==> src/rtl/updown_mod_counter_if.sv <==
// Control and status bundle for updown_mod_counter.
// The master drives the count controls; the slave (the counter) returns count and flags.
interface updown_mod_counter_if #(
    parameter int WIDTH = 8
) ();
    logic             enable;
    logic             up;
    logic             load;
    logic [WIDTH-1:0] load_value;
    logic [WIDTH-1:0] count;
    logic             wrap;
    logic             at_limit;

    modport master (
        output enable, up, load, load_value,
        input  count, wrap, at_limit
    );

    modport slave (
        input  enable, up, load, load_value,
        output count, wrap, at_limit
    );
endinterface

==> src/rtl/updown_mod_counter.sv <==
// Up/down modulo counter with parallel load, wrap/saturate limit handling,
// clock-enable prescaler and terminal-count flags.
module updown_mod_counter #(
    parameter int WIDTH    = 8,
    parameter int MAX      = (32'd1 << WIDTH) - 32'd1,
    parameter int SATURATE = 0,
    parameter int PRESCALE = 1
) (
    input  logic                   clk,
    input  logic                   reset,
    updown_mod_counter_if.slave    bus
);
    localparam int               PW       = (PRESCALE > 1) ? $clog2(PRESCALE) : 1;
    localparam logic [WIDTH-1:0] MAX_V    = WIDTH'(MAX);
    localparam logic [WIDTH-1:0] ZERO_V   = {WIDTH{1'b0}};
    localparam logic [PW-1:0]    PRE_LAST = PW'(PRESCALE - 1);
    localparam logic [PW-1:0]    PRE_ZERO = {PW{1'b0}};

    logic [WIDTH-1:0] count_r;
    logic             wrap_r;
    logic [PW-1:0]    pre_r;

    logic [WIDTH-1:0] step_count_s;
    logic             step_wrap_s;
    logic [WIDTH-1:0] count_next_s;
    logic             wrap_next_s;
    logic [PW-1:0]    pre_next_s;
    logic             at_max_s;
    logic             at_zero_s;

    assign at_max_s  = (count_r == MAX_V);
    assign at_zero_s = (count_r == ZERO_V);

    // Value the counter would take on a step, with explicit limit compares instead of overflow.
    always_comb begin
        step_count_s = count_r;
        step_wrap_s  = 1'b0;
        if (bus.up) begin
            if (at_max_s) begin
                if (SATURATE != 0) begin
                    step_count_s = MAX_V;
                    step_wrap_s  = 1'b0;
                end else begin
                    step_count_s = ZERO_V;
                    step_wrap_s  = 1'b1;
                end
            end else begin
                step_count_s = count_r + WIDTH'(1);
                step_wrap_s  = 1'b0;
            end
        end else begin
            if (at_zero_s) begin
                if (SATURATE != 0) begin
                    step_count_s = ZERO_V;
                    step_wrap_s  = 1'b0;
                end else begin
                    step_count_s = MAX_V;
                    step_wrap_s  = 1'b1;
                end
            end else begin
                step_count_s = count_r - WIDTH'(1);
                step_wrap_s  = 1'b0;
            end
        end
    end

    // Next-state selection: load beats a step; the prescaler gates when steps happen.
    always_comb begin
        count_next_s = count_r;
        wrap_next_s  = 1'b0;
        pre_next_s   = pre_r;
        if (bus.load) begin
            if (bus.load_value > MAX_V) begin
                count_next_s = MAX_V;
            end else begin
                count_next_s = bus.load_value;
            end
            pre_next_s = PRE_ZERO;
        end else if (bus.enable) begin
            if (pre_r == PRE_LAST) begin
                pre_next_s   = PRE_ZERO;
                count_next_s = step_count_s;
                wrap_next_s  = step_wrap_s;
            end else begin
                pre_next_s   = pre_r + PW'(1);
            end
        end else begin
            pre_next_s   = pre_r;
        end
    end

    // State registers with synchronous reset taking priority over everything else.
    always_ff @(posedge clk) begin
        if (reset) begin
            count_r <= ZERO_V;
            wrap_r  <= 1'b0;
            pre_r   <= PRE_ZERO;
        end else begin
            count_r <= count_next_s;
            wrap_r  <= wrap_next_s;
            pre_r   <= pre_next_s;
        end
    end

    assign bus.count    = count_r;
    assign bus.wrap     = wrap_r;
    assign bus.at_limit = (bus.up && at_max_s) || (!bus.up && at_zero_s);
endmodule

==> src/flat_wrapper.sv <==
// flat-port wrapper written by rule: the top's interface ports become plain ports
module updown_mod_counter_flat 
#(
    parameter int WIDTH    = 8,
    parameter int MAX      = (32'd1 << WIDTH) - 32'd1,
    parameter int SATURATE = 0,
    parameter int PRESCALE = 1
)
  (clk, reset, bus_enable, bus_up, bus_load, bus_load_value, bus_count, bus_wrap, bus_at_limit);
  updown_mod_counter_if #(.WIDTH(WIDTH)) bus_i ();
  input  logic clk;
  input  logic reset;
  input wire logic [$bits(bus_i.enable)-1:0] bus_enable;
  input wire logic [$bits(bus_i.up)-1:0] bus_up;
  input wire logic [$bits(bus_i.load)-1:0] bus_load;
  input wire logic [$bits(bus_i.load_value)-1:0] bus_load_value;
  output wire logic [$bits(bus_i.count)-1:0] bus_count;
  output wire logic [$bits(bus_i.wrap)-1:0] bus_wrap;
  output wire logic [$bits(bus_i.at_limit)-1:0] bus_at_limit;
  assign bus_i.enable = bus_enable;
  assign bus_i.up = bus_up;
  assign bus_i.load = bus_load;
  assign bus_i.load_value = bus_load_value;
  assign bus_count = bus_i.count;
  assign bus_wrap = bus_i.wrap;
  assign bus_at_limit = bus_i.at_limit;
  updown_mod_counter #(.WIDTH(WIDTH), .MAX(MAX), .SATURATE(SATURATE), .PRESCALE(PRESCALE)) u_core (.clk(clk), .reset(reset), .bus(bus_i));
endmodule
==> config.mk <==
export PLATFORM = sky130hd
export DESIGN_NAME = updown_mod_counter_flat
export DESIGN_NICKNAME = d
export VERILOG_FILES = /design/src/rtl/updown_mod_counter_if.sv /design/src/rtl/updown_mod_counter.sv /design/src/flat_wrapper.sv
export SDC_FILE = /design/constraint.sdc
export NUM_CORES = 1
export LEC_CHECK = 0
export CORE_MARGIN = 2
export CORE_UTILIZATION = 25
export CTS_BUF_LIST = sky130_fd_sc_hd__clkbuf_8
export CTS_CLUSTER_DIAMETER = 50
export CTS_CLUSTER_SIZE = 14
export DETAILED_ROUTE_END_ITERATION = 12
export HOLD_SLACK_MARGIN = 0.15
export PLACE_DENSITY_LB_ADDON = 0.05
export REMOVE_ABC_BUFFERS = 1
export SLEW_MARGIN = 20
export SYNTH_ARGS = -nofsm -noshare
export SYNTH_HDL_FRONTEND = slang
export SYNTH_SLANG_ARGS = --single-unit
export TNS_END_PERCENT = 30
==> constraint.sdc <==
create_clock -name clk -period 1.91 [get_ports clk]
set_clock_uncertainty 0.15 [all_clocks]
set_input_delay 0.2865 -clock clk [delete_from_list [all_inputs] [get_ports clk]]
set_output_delay 0.2865 -clock clk [all_outputs]
set_load 0.02 [all_outputs]
# ---- Word level (Yosys, flattened, before mapping)
# Cells that the tools add are included.
dict set report classes {
  n_reduce_logical 9
  add_sub_neg 3
  n_mul 0
  div_mod_pow 0
  eq_ne 2
  n_bitwise 1
  muxes 11
  magnitude_cmp 1
  n_shift 0
}
# op count
set op_table {}
lappend op_table {{2-to-1 mux 8 bit} 7}
lappend op_table {{adder 8 x 1 -> 8 bit (second input constant)} 1}
lappend op_table {{== test 8 bit (second input constant)} 1}
lappend op_table {{greater-than comparator 8 bit (second input constant)} 1}
lappend op_table {{logical NOT 8 bit} 1}
lappend op_table {{subtractor 8 x 1 -> 8 bit (second input constant)} 1}
lappend op_table {{2-to-1 mux 1 bit} 4}
lappend op_table {{OR reduction 4 bit} 1}
lappend op_table {{logical AND 1 bit} 2}
lappend op_table {{inequality test 2 bit (second input constant)} 1}
lappend op_table {{AND reduction 2 bit} 1}
lappend op_table {{nonzero test 2 bit} 1}
lappend op_table {{OR reduction 2 bit} 1}
lappend op_table {{adder 1 bit (second input constant)} 1}
lappend op_table {{logical NOT 1 bit} 1}
lappend op_table {{logical OR 1 bit} 1}
lappend op_table {{NOT 1 bit} 1}
dict set report totals {
  in_bits 13
  romBits 0
  ff_bits 10
  memories 0
  mem_bits_rw 0
  latch_bits 0
}

# ---- Longest topological paths before layout
# Gate-level depths: netlist (run 1).
dict set report logic_depth {
  word_depth 6
  ltp_mapped 6
  depth_no_buf 6
}

# ---- Worst setup path before layout (run 1)
# OpenSTA, ideal clock, no wires.
dict set report synth_timing {
  path_type {reg2reg}
  start {register u_core.count_r[0], in the netlist u_core.bus.count[0]}
  end {register u_core.count_r[2], in the netlist u_core.bus.count[2]}
  period_less_slack_ps 2129
  n_path_buf 0
  t_arrival_ps 1909
  setup_ps 70
  path_stages_with_launch 7
  path_slack_ps -219
  required_time_ps 1690
  cell_sequence {dfxtp_1 inv_1 ha_1 mux2_4 and3_1 or4_1 a21oi_1}
}
dict set report synth_via {
  elab_chain_cells 6
  elab_cells_between_ends 10
}
# item line
set synth_lines {}
lappend synth_lines {{start: declaration} updown_mod_counter.sv:19} ;# logic [WIDTH-1:0] count_r;
lappend synth_lines {{start signal: assignment} updown_mod_counter.sv:99} ;# count_r <= count_next_s;
lappend synth_lines {{subtractor 8 x 1 -> 8 bit (tied with other cells)} updown_mod_counter.sv:61} ;# step_count_s = count_r - WIDTH'(1);
lappend synth_lines {{2-to-1 mux 8 bit, on equally long branches} {updown_mod_counter.sv:52, updown_mod_counter.sv:39}}
lappend synth_lines {{2-to-1 mux 8 bit (*)} updown_mod_counter.sv:38} ;# if (bus.up) begin
lappend synth_lines {{2-to-1 mux 8 bit (*)} updown_mod_counter.sv:80} ;# if (pre_r == PRE_LAST) begin
lappend synth_lines {{2-to-1 mux 8 bit (*)} updown_mod_counter.sv:79} ;# end else if (bus.enable) begin
lappend synth_lines {{2-to-1 mux 8 bit (*)} updown_mod_counter.sv:72} ;# if (bus.load) begin
# Every way passes the cells marked *; elsewhere a longest branch is shown, timed or not. The select of a mux whose other input is x is not followed.
# A chain may end at the register's enable or synchronous reset.

# ---- Final worst setup path (run 1)
dict set report layout_timing {
  start {register u_core.count_r[1], in the netlist u_core.bus.count[1]}
  end {register u_core.count_r[2], in the netlist u_core.bus.count[2]}
}
# Same word-level chain as after synthesis.

==> results by group, run 1 <==
GRT
  • Overall routing resource usage: 0.1644
  • First-pass GRT wire length: 4567 um
  • Number of global-route vias before repair: 953
  • Initial antenna violation count: 0
  • Grt ovf: 0
  • Largest net degree at the start of global routing: 14

Die
  • DIE WIDTH: 61.21 um
  • Top Ports: 23
  • Die Y: 61.21 um
  • CORE AREA: 3078 um2
  • Starting Density: 0.2659
  • Row Count: 20
  • Total die area: 3747 um2

Power and ir drop
  • Int Power: 0.0005193 W
  • Worst VDD drop: 0.4213 mV
  • Tot Pwr: 0.0007825 W
  • Sequential fraction of design power: 0.283
  • NetSw: 0.0002633 W
  • Lkg Pwr: 0.5823 nW
  • Sw Share: 0.3364
  • Cell area power density: 558.4 nW/um2
  • Comb power frac: 0.417
  • Clock share of power: 0.301

Drt
  • Routed Antenna Nets: 0
  • Vias per inst: 4.896
  • DRC viols: 0
  • Post-Route WL: 2778 um
  • Router iterations before antenna repair: 7
  • WL per Instance: 13.10 um
  • Vias: 1038
  • DRT iter0 DRCs: 49

Worst setup path
  • Critical path class: reg -> reg
  • Crit path cell chain: ha_2, buf_4, mux2_4, and3_1, or4_4, a21oi_2
  • CP arrival: 1.94 ns
  • Critical Path RT: 1.94 ns
  • CP max stage cell: or4_4
  • Crit start category: flip-flop
  • Worst setup EP type: flip-flop
  • Crit Path Max Fanout: 5
  • Crit-path max cell delay: 0.47 ns

Clocking
  • Clk pin slew, worst setup/hold paths: 0.05 ns
  • Clock latency on the worst-skew pair: 0.24 ns
  • Clock root buffer: clkbuf_8
  • CTS hold repair buffers: 0
  • CTS tree: built
  • Clk buf depth: 2
  • CTS sink count: 9
  • # H-tree levels: 1
  • TritonCTS Buffers: 3

Placed design
  • Port bufs: 22
  • Dpl ws: -0.4467 ns
  • GPL Wtd Cong: 0.8746
  • Placed cell count: 208
  • DP Wirelength: 2285 um

Final layout
  • Antenna Cells: 0
  • Final Util: 0.4553
  • Syn-to-layout area delta: 71.25%
  • Fillers: 334
  • Register Area: 185.2 um2
  • Footprint of the multi-input gates: 589.3 um2
  • Nets@finish: 185
  • Share of layout cells above drive strength 1: 0.3155
  • Final non-filler cell total: 212

Synthesis
  • Post-Syn Instances: 112
  • Sequential share of the synthesized area: 0.2202
  • YS warnings: 0
  • #FFs+latches synth: 9
  • Synthesized area: 818.3 um2
  • Avg Inst Size Synth: 7.306 um2
  • Cell variety after synth: 40

Timing
  • Final Max Slew Viols: 0
  • Fin. Hold Viols: 0
  • Min Tclk post-route: 1.918 ns
  • Fmax: 521.5 MHz
  • Worst Setup Slack, final: -0.007647 ns
  • Unrepaired setup endpoints after global routing: true
  • Slew margin rel.: 0.7856
  • Tightest Pin Transition: 0.3135 ns
  • Final setup viols: 1
  • Final Cycle Share: 1.004

Run status
  • Status: complete, but fails checks
  • Failing checks: setup timing

Worst hold path
  • Worst hold-check path type: in -> reg

Run
  • Maxcap violations: 0
[cells in the mapped netlist]
cell | number | area [um2]
nor4_1 | 1 | 6.260
or4b_1 | 1 | 10.01
a311oi_1 | 1 | 8.760
a211o_1 | 1 | 8.760
clkbuf_1 | 3 | 11.26
a21oi_1 | 9 | 45.04
or4_1 | 1 | 7.510
nor4_4 | 1 | 21.27
nor2_1 | 7 | 26.28
nand4_1 | 5 | 31.28
o211a_1 | 1 | 10.01
mux2_4 | 1 | 15.01
a31oi_1 | 2 | 12.51
nor3_1 | 7 | 35.03
inv_1 | 5 | 18.77
nor2b_1 | 2 | 12.51
ha_1 | 3 | 37.54
nand3_1 | 6 | 30.03
or2_1 | 2 | 12.51
a2111oi_0 | 2 | 17.52
o21ai_0 | 1 | 5.000
or3_1 | 3 | 18.77
nand2_1 | 13 | 48.80
and3_1 | 1 | 6.260
o221a_1 | 1 | 11.26
dfxtp_1 | 9 | 180.2
nor3b_1 | 2 | 15.01
nand2b_1 | 1 | 6.260
buf_2 | 3 | 15.01
o21bai_1 | 1 | 7.510
buf_1 | 1 | 3.750
o311ai_1 | 1 | 8.760
xor2_1 | 2 | 17.52
a21boi_1 | 1 | 7.510
o211ai_1 | 1 | 7.510
o2bb2ai_1 | 1 | 8.760
o22ai_1 | 4 | 25.02
mux2i_1 | 1 | 10.01
buf_6 | 2 | 22.52
a211oi_1 | 2 | 15.01
[worst paths after layout]
check | start | end | slack, ns | depth (start not counted)
min | bus_load_value[1] | u_core.bus.count[1] | 0.44 | 3
max reg2reg | u_core.bus.count[1] | u_core.bus.count[2] | -0.008 | 6
min reg2reg | u_core.bus.count[7] | u_core.bus.count[7] | 0.54 | 2
max | u_core.bus.count[1] | u_core.bus.count[2] | -0.008 | 6
[area by class of cell]
cell class / count / area share
clock inverters: 1 / 0.002679
multi-input cells: 89 / 0.4205
clock buffers: 3 / 0.02946
inverters: 5 / 0.01339
well taps: 44 / 0.03929
repair buffers: 61 / 0.3625
flip-flops and latches: 9 / 0.1321
[metrics by stage]
step                 TNS (ns)  hold slack (ns)  cell area, um2
floorplan             -0.2184           0.2056           765.7
global placement       -1.073           0.5043            1334
detailed placement     -1.231           0.5218            1334
CTS                  -0.01268           0.4361            1376
global route          -0.1123           0.4596            1401
finish              -0.007647           0.4376            1401
[what timing repair did]
item,CTS,global route
setup endpoints to repair,5,6
gates resized for setup,10,8
buffers inserted,0,0
[registers in the layout, indices dropped and copies added (netlist names)]
register	cells
u_core.bus.wrap	1
u_core.bus.count	8
[power by group through the flow]
stage | logic, W | registers (W) | clock network [W]
after CTS | 0.000318 | 0.000221 | 0.000243
final | 0.000326 | 0.000221 | 0.000235
after floorplan | 0.000109 | 0.000252 | 0
after global routing | 0.000354 | 0.000223 | 0.000247
after detailed placement | 0.000321 | 0.000224 | 0
after global placement | 0.000322 | 0.000224 | 0
[worst max-delay path: cells and delay by family, from the launching register on]
| family | cells | cell delay, ns |
|---|---|---|
| DFF | 1 | 0.35 |
| adders and majority gates | 1 | 0.17 |
| and+or+nand+nor | 2 | 0.64 |
| AOI/OAI and AO/OA | 1 | 0.12 |
| buffers and inverters | 1 | 0.15 |
| muxes | 1 | 0.26 |
[per-layer routing]
| layer | GRT usage | wire (um) |
|---|---|---|
| met2 | 0.2675 | 1349 |
| met3 | 0.04412 | 132 |
| met5 | 0 | 0 |
| met4 | 0.02174 | 0 |
| met1 | 0.2238 | 1297 |
[cell families (layout without fill, tap and decap cells)]
kind of cell             count (synthesis)  count (layout)  synth area share
XOR/XNOR                                 2               2           0.02141
multiplexers                             2               2           0.03058
adder cells (fa/ha/maj)                  3               3           0.04588
buffers and inverters                   14              70           0.08715
AND/OR/NAND/NOR                         53              53            0.3517
flip-flops                               9               9            0.2202
AO/OA/AOI/OAI                           29              29            0.2431
[layout by cell type (no fill, tap or decap), types with 2 or more instances in the layout]
cell,instances
clkbuf_8,3
a211oi_1,2
dfxtp_1,7
or2_1,2
inv_1,6
a21oi_1,7
or3_1,3
a21oi_2,2
ha_1,2
clkdlybuf4s50_1,18
o22ai_1,4
nand2_1,13
nand3_1,6
nand4_1,5
a31oi_1,2
xor2_1,2
buf_4,38
nor3_1,7
nor3b_1,2
dlygate4sd2_1,3
nor2_1,7
(Power assumes the default switching activity.)
==> run 2: changes to the inputs <==
Settings changed: RECOVER_POWER from default to 100.
==> run 2 against run 1 <==
The run still ends with setup timing left. Non-clock buffer count unchanged. Setup slack worse by 0.00093 ns. Clock-buffer cell count is the same. Register-to-register slack barely moved. Sequential power about the same. Die area did not move. Routed wire length fell by 0.43%. Via count is 0.39% lower. Critical path depth is the same. Largest cell class unchanged. Maximum frequency barely moved.
==> results by group, run 2 (synthesized netlist as in run 1, its figures left out) <==
Run status
  • Status: complete, but fails checks
  • Failing checks: setup timing

Power and ir drop
  • Cell area power density: 556.0 nW/um2
  • Clock share of power: 0.301
  • Sequential fraction of design power: 0.284
  • NetSw: 0.0002614 W
  • Comb power frac: 0.415
  • Int Power: 0.0005164 W
  • Worst VDD drop: 0.4204 mV
  • Sw Share: 0.3361
  • Lkg Pwr: 0.5897 nW

GRT
  • First-pass GRT wire length: 4567 um
  • Initial antenna violation count: 0
  • Overall routing resource usage: 0.1644
  • Grt ovf: 0
  • Largest net degree at the start of global routing: 14
  • Number of global-route vias before repair: 953

Worst setup path
  • CP max stage cell: or4_4
  • Crit-path leading delay family: simple AND/OR/NAND/NOR gates
  • Crit start category: flip-flop
  • Crit path cell chain: ha_2, buf_4, mux2_4, and3_1, or4_4, a21oi_2
  • Worst setup EP type: flip-flop
  • Critical path class: reg -> reg
  • Crit-path max cell delay: 0.47 ns
  • Crit Path Max Fanout: 5
  • Worst Path Buf+Inv: 1
  • Critical Path RT: 1.93 ns
  • CP arrival: 1.94 ns

Final layout
  • Register Area: 185.2 um2
  • Largest register FFs: 8
  • Most frequent cells in the layout: 37 x buf_4, 14 x clkdlybuf4s50_1, 13 x nand2_1
  • Commonest non-fill, non-tap cell in the layout: buf_4
  • Footprint of the multi-input gates: 589.3 um2
  • Share of layout cells above drive strength 1: 0.3155
  • Antenna Cells: 0
  • Fillers: 334
  • Syn-to-layout area delta: 70.95%
  • Nets@finish: 185

Placed design
  • GPL Wtd Cong: 0.8746
  • Port bufs: 22
  • Dpl ws: -0.4467 ns
  • DP Wirelength: 2285 um

Die
  • CORE AREA: 3078 um2
  • Row Count: 20
  • Starting Density: 0.2659
  • Die Y: 61.21 um
  • Top Ports: 23
  • DIE WIDTH: 61.21 um
  • Total die area: 3747 um2

Clocking
  • CTS sink count: 9
  • CTS tree: built
  • # H-tree levels: 1
  • Clock latency on the worst-skew pair: 0.24 ns
  • Clk buf depth: 2
  • Clk pin slew, worst setup/hold paths: 0.05 ns
  • TritonCTS Buffers: 3
  • Clock root buffer: clkbuf_8

Drt
  • Post-Route WL: 2766 um
  • DRC viols: 0
  • Vias per inst: 4.877
  • WL per Instance: 13.05 um
  • Routed Antenna Nets: 0
  • Router iterations before antenna repair: 5
  • DRT iter0 DRCs: 48
  • Vias: 1034

Timing
  • Final setup viols: 1
  • Fmax: 521.2 MHz
  • Unrepaired setup endpoints after global routing: true
  • Worst Setup Slack, final: -0.008578 ns
  • Final Cycle Share: 1.004
  • Min Tclk post-route: 1.919 ns
  • Slew margin rel.: 0.7856
  • Tightest Pin Transition: 0.3135 ns
  • Final Max Slew Viols: 0
  • Fin. Hold Viols: 0
  • Hold WS: 0.4377 ns

Run
  • Maxcap violations: 0

Worst hold path
  • Worst hold-check path type: in -> reg
[run 2: cell count changes in the layout (fill, tap and decap cells not counted), sizes merged]
cell	change
clkdlybuf4s50	-4
dlygate4sd3	+4
clkbuf	+1
buf	-1
[run 2: repair_timing]
item,4_1_cts,5_1_grt
gates resized for setup,10,8
endpoints found under the setup margin,5,6
setup buffers,0,0
hold buffers,0,0
[run 2: final timing paths]
kind / from / to / slack, ns / cells past startpoint
worst min register to register: u_core.bus.count[7] / u_core.bus.count[7] / 0.54 / 2
worst min-delay path: bus_load_value[1] / u_core.bus.count[1] / 0.44 / 3
worst max-delay path: u_core.bus.count[1] / u_core.bus.count[2] / -0.009 / 6
worst max register to register: u_core.bus.count[1] / u_core.bus.count[2] / -0.009 / 6
[run 2: per-stage QoR]
step                cell area, um2  power (W)   TNS [ns]  utilization  cells
floorplan                    765.7  0.0003611    -0.2184            -    103
global placement              1334  0.0005466     -1.073       0.4333    208
detailed placement            1334  0.0005450     -1.231       0.4333    208
CTS                           1376  0.0007829   -0.01268       0.4472    212
global route                  1399  0.0008217    -0.1525       0.4545    212
finish                        1399  0.0007778  -0.008578       0.4545    212
[run 2: cell type report]
| type | instances | share of cell area |
|---|---|---|
| clock buffers | 3 | 0.02952 |
| clock inverters | 1 | 0.002683 |
| inverters | 5 | 0.01342 |
| multi-input cells | 89 | 0.4213 |
| flip-flops and latches | 9 | 0.1324 |
| well taps | 44 | 0.03936 |
| repair buffers | 61 | 0.3614 |
[run 2: power groups by stage]
stage               Combinational, W  Sequential, W  Clock, W
detailed placement          0.000321       0.000224         0
floorplan                   0.000109       0.000252         0
global route                0.000351       0.000223  0.000247
finish                      0.000323       0.000221  0.000234
global placement            0.000322       0.000224         0
CTS                         0.000318       0.000221  0.000243
[run 2: per-layer routing]
layer / track usage / wire, um / share of wire / vias to the layer above
met4: 0.02174 / 0 / 0 / 0
met1: 0.2238 / 1232 / 0.45 / 472
met5: 0 / 0 / 0 / -
met3: 0.04412 / 180 / 0.065 / 0
li1: - / - / - / 534
met2: 0.2675 / 1353 / 0.49 / 28
[run 2: worst min-delay path: stages]
cell and delay, ns:
clkdlybuf4s50_1 0.39, nand2_1 0.06, a21oi_1 0.05
==> run 3: changes to the inputs <==
Settings changed: CORE_MARGIN 2 to default.
==> run 3 against run 2 <==
The flow now finishes without violations. Sequential share of layout area down 0.24 points. Clock power shrank 3%. Sequential power rose by 2%. Routed wire length up 6.7%. Maximum frequency up 4.3%. Critical path depth is 4 lower. Die area down 6.4%. Setup slack gained 0.080 ns. Critical path type is now reg -> out. Largest cell class unchanged. Highest routed layer is now met4.
==> results by group, run 3 (synthesized netlist as in run 1, its figures left out) <==
Clocking
  • Clock root buffer: clkbuf_8
  • CTS tree: built
  • CTS sink count: 9
  • TritonCTS Buffers: 3
  • # H-tree levels: 1
  • Clk pin slew, worst setup/hold paths: 0.05 ns
  • Clk buf depth: 2
  • Clock latency on the worst-skew pair: 0.23 ns

Die
  • Starting Density: 0.2659
  • Die Y: 59.21 um
  • Row Count: 20
  • DIE WIDTH: 59.21 um
  • Top Ports: 23
  • Total die area: 3506 um2
  • CORE AREA: 3078 um2

Worst setup path
  • Worst Path Buf+Inv: 2
  • Crit path cell chain: buf_4, clkdlybuf4s50_1
  • Crit-path max cell delay: 0.60 ns
  • RR Startpoint: u_core.bus.count[0]
  • Critical Path RT: 1.47 ns
  • Worst setup EP type: primary output
  • Crit-path leading delay family: buffers and inverters
  • CP max stage cell: clkdlybuf4s50_1
  • RR Endpoint: u_core.bus.count[2]
  • CP arrival: 1.40 ns
  • Critical path class: reg -> out
  • R2r worst-path depth: 6
  • Crit Path Max Fanout: 8
  • Worst reg-to-reg setup slack: 0.08 ns
  • Crit start category: flip-flop

Power and ir drop
  • Lkg Pwr: 0.5950 nW
  • Worst VDD drop: 0.2292 mV
  • Cell area power density: 550.2 nW/um2

Final layout
  • Antenna Cells: 0
  • Fillers: 323
  • Final non-filler cell total: 212
  • Commonest non-fill, non-tap cell in the layout: buf_4
  • Share of layout cells above drive strength 1: 0.3393
  • Largest register FFs: 8
  • Syn-to-layout area delta: 77.68%
  • Nets@finish: 185
  • Final Util: 0.4724
  • Most frequent cells in the layout: 36 x buf_4, 15 x clkdlybuf4s50_1, 13 x nand2_1

Timing
  • Tightest Pin Transition: 0.3023 ns
  • Final Max Slew Viols: 0
  • Slew margin rel.: 0.7932
  • Final setup viols: 0
  • Fin. Hold Viols: 0
  • Final Cycle Share: 0.9628
  • Min Tclk post-route: 1.839 ns
  • Fmax: 543.8 MHz

GRT
  • Grt ovf: 0
  • Largest net degree at the start of global routing: 14
  • Initial antenna violation count: 0
  • First-pass GRT wire length: 4574 um
  • Overall routing resource usage: 0.1800
  • Number of global-route vias before repair: 962

Placed design
  • DP Wirelength: 2312 um
  • Port bufs: 22
  • Placed cell count: 207
  • GPL Wtd Cong: 0.8383

Drt
  • Vias: 1034
  • Wire length on met3: 82 um
  • WL met2: 1397 um
  • DRT iter0 DRCs: 22
  • DRT met1 WL: 1416 um
  • WL per Instance: 13.92 um
  • Router iterations before antenna repair: 4
  • DR top layer: met4
  • Post-Route WL: 2952 um
  • DRC viols: 0
  • Routed Antenna Nets: 0
  • Vias per inst: 4.877

Run
  • Maxcap violations: 0

Worst hold path
  • Hold path start: bus_load_value[1]
  • Worst hold-check path type: in -> reg
  • Min-Delay Path Depth: 3
  • Hold Path Sink: u_core.bus.count[1]

Run status
  • Status: complete, no violations
[run 3: repair_timing]
| action | in CTS | in global routing |
|---|---|---|
| pin swaps | 1 | 5 |
| gates resized for setup | 14 | 17 |
| buffers inserted | 0 | 1 |
| hold buffers | 0 | 0 |
| endpoints found under the setup margin | 5 | 5 |
[run 3: cell type report]
class                   count  area, um2  share of cell area
clock buffers               3      41.29             0.02840
flip-flops and latches      9      188.9              0.1299
well taps                  44      55.05             0.03787
inverters                   5      21.27             0.01463
multi-input cells          89      628.1              0.4320
clock inverters             1      3.754            0.002582
repair buffers             61      515.5              0.3546
[run 3: how the worst max path moves through the flow]
stage,start,endpoint,slack (ns),depth (start not counted)
2_1_floorplan,u_core.bus.count[0],u_core.bus.count[2],-0.22,6
3_3_place_gp,bus_up,bus_at_limit,-0.42,6
3_5_place_dp,bus_up,bus_at_limit,-0.45,6
4_1_cts,u_core.bus.count[0],u_core.bus.count[2],-0.02,6
5_1_grt,u_core.bus.count[1],bus_at_limit,-0.003,5
6_report,u_core.bus.count[3],bus_count[3],0.07,2
[run 3: metrics by stage]
step           cell area, um2  worst slack [ns]  total power [W]  hold slack (ns)  setup TNS [ns]
5_1_grt                  1454         -0.002799        0.0008502           0.4666       -0.002799
6_report                 1454           0.07110        0.0007999           0.4530               0
3_5_place_dp             1326           -0.4486        0.0005472           0.5063          -1.281
3_3_place_gp             1326           -0.4212        0.0005481           0.5012          -1.236
4_1_cts                  1384          -0.02425        0.0007831           0.4510        -0.02425
2_1_floorplan           765.7           -0.2184        0.0003611           0.2056         -0.2184
[run 3: power breakdown]
part	total, W	leakage, nW	internal (W)	switching, W
Clock	0.000227	0.0269	0.000141	0.0000857
Combinational	0.000347	0.492	0.000188	0.000159
Sequential	0.000226	0.0759	0.000203	0.0000235
Total	0.000800	0.595	0.000532	0.000268
[run 3: worst register-to-register path: cells and delay by family, from the launching register on]
family | cells | cell delay [ns]
and+or+nand+nor | 2 | 0.56
DFF | 1 | 0.38
muxes | 1 | 0.27
adders and majority gates | 1 | 0.19
AOI/OAI and AO/OA | 1 | 0.14
buffers and inverters | 1 | 0.07
[run 3: routing by layer]
metal	global-route usage	vias to the layer above
met4	0.09184	0
li1	-	528
met1	0.2235	478
met2	0.2986	22
met5	0	-
met3	0.02838	6
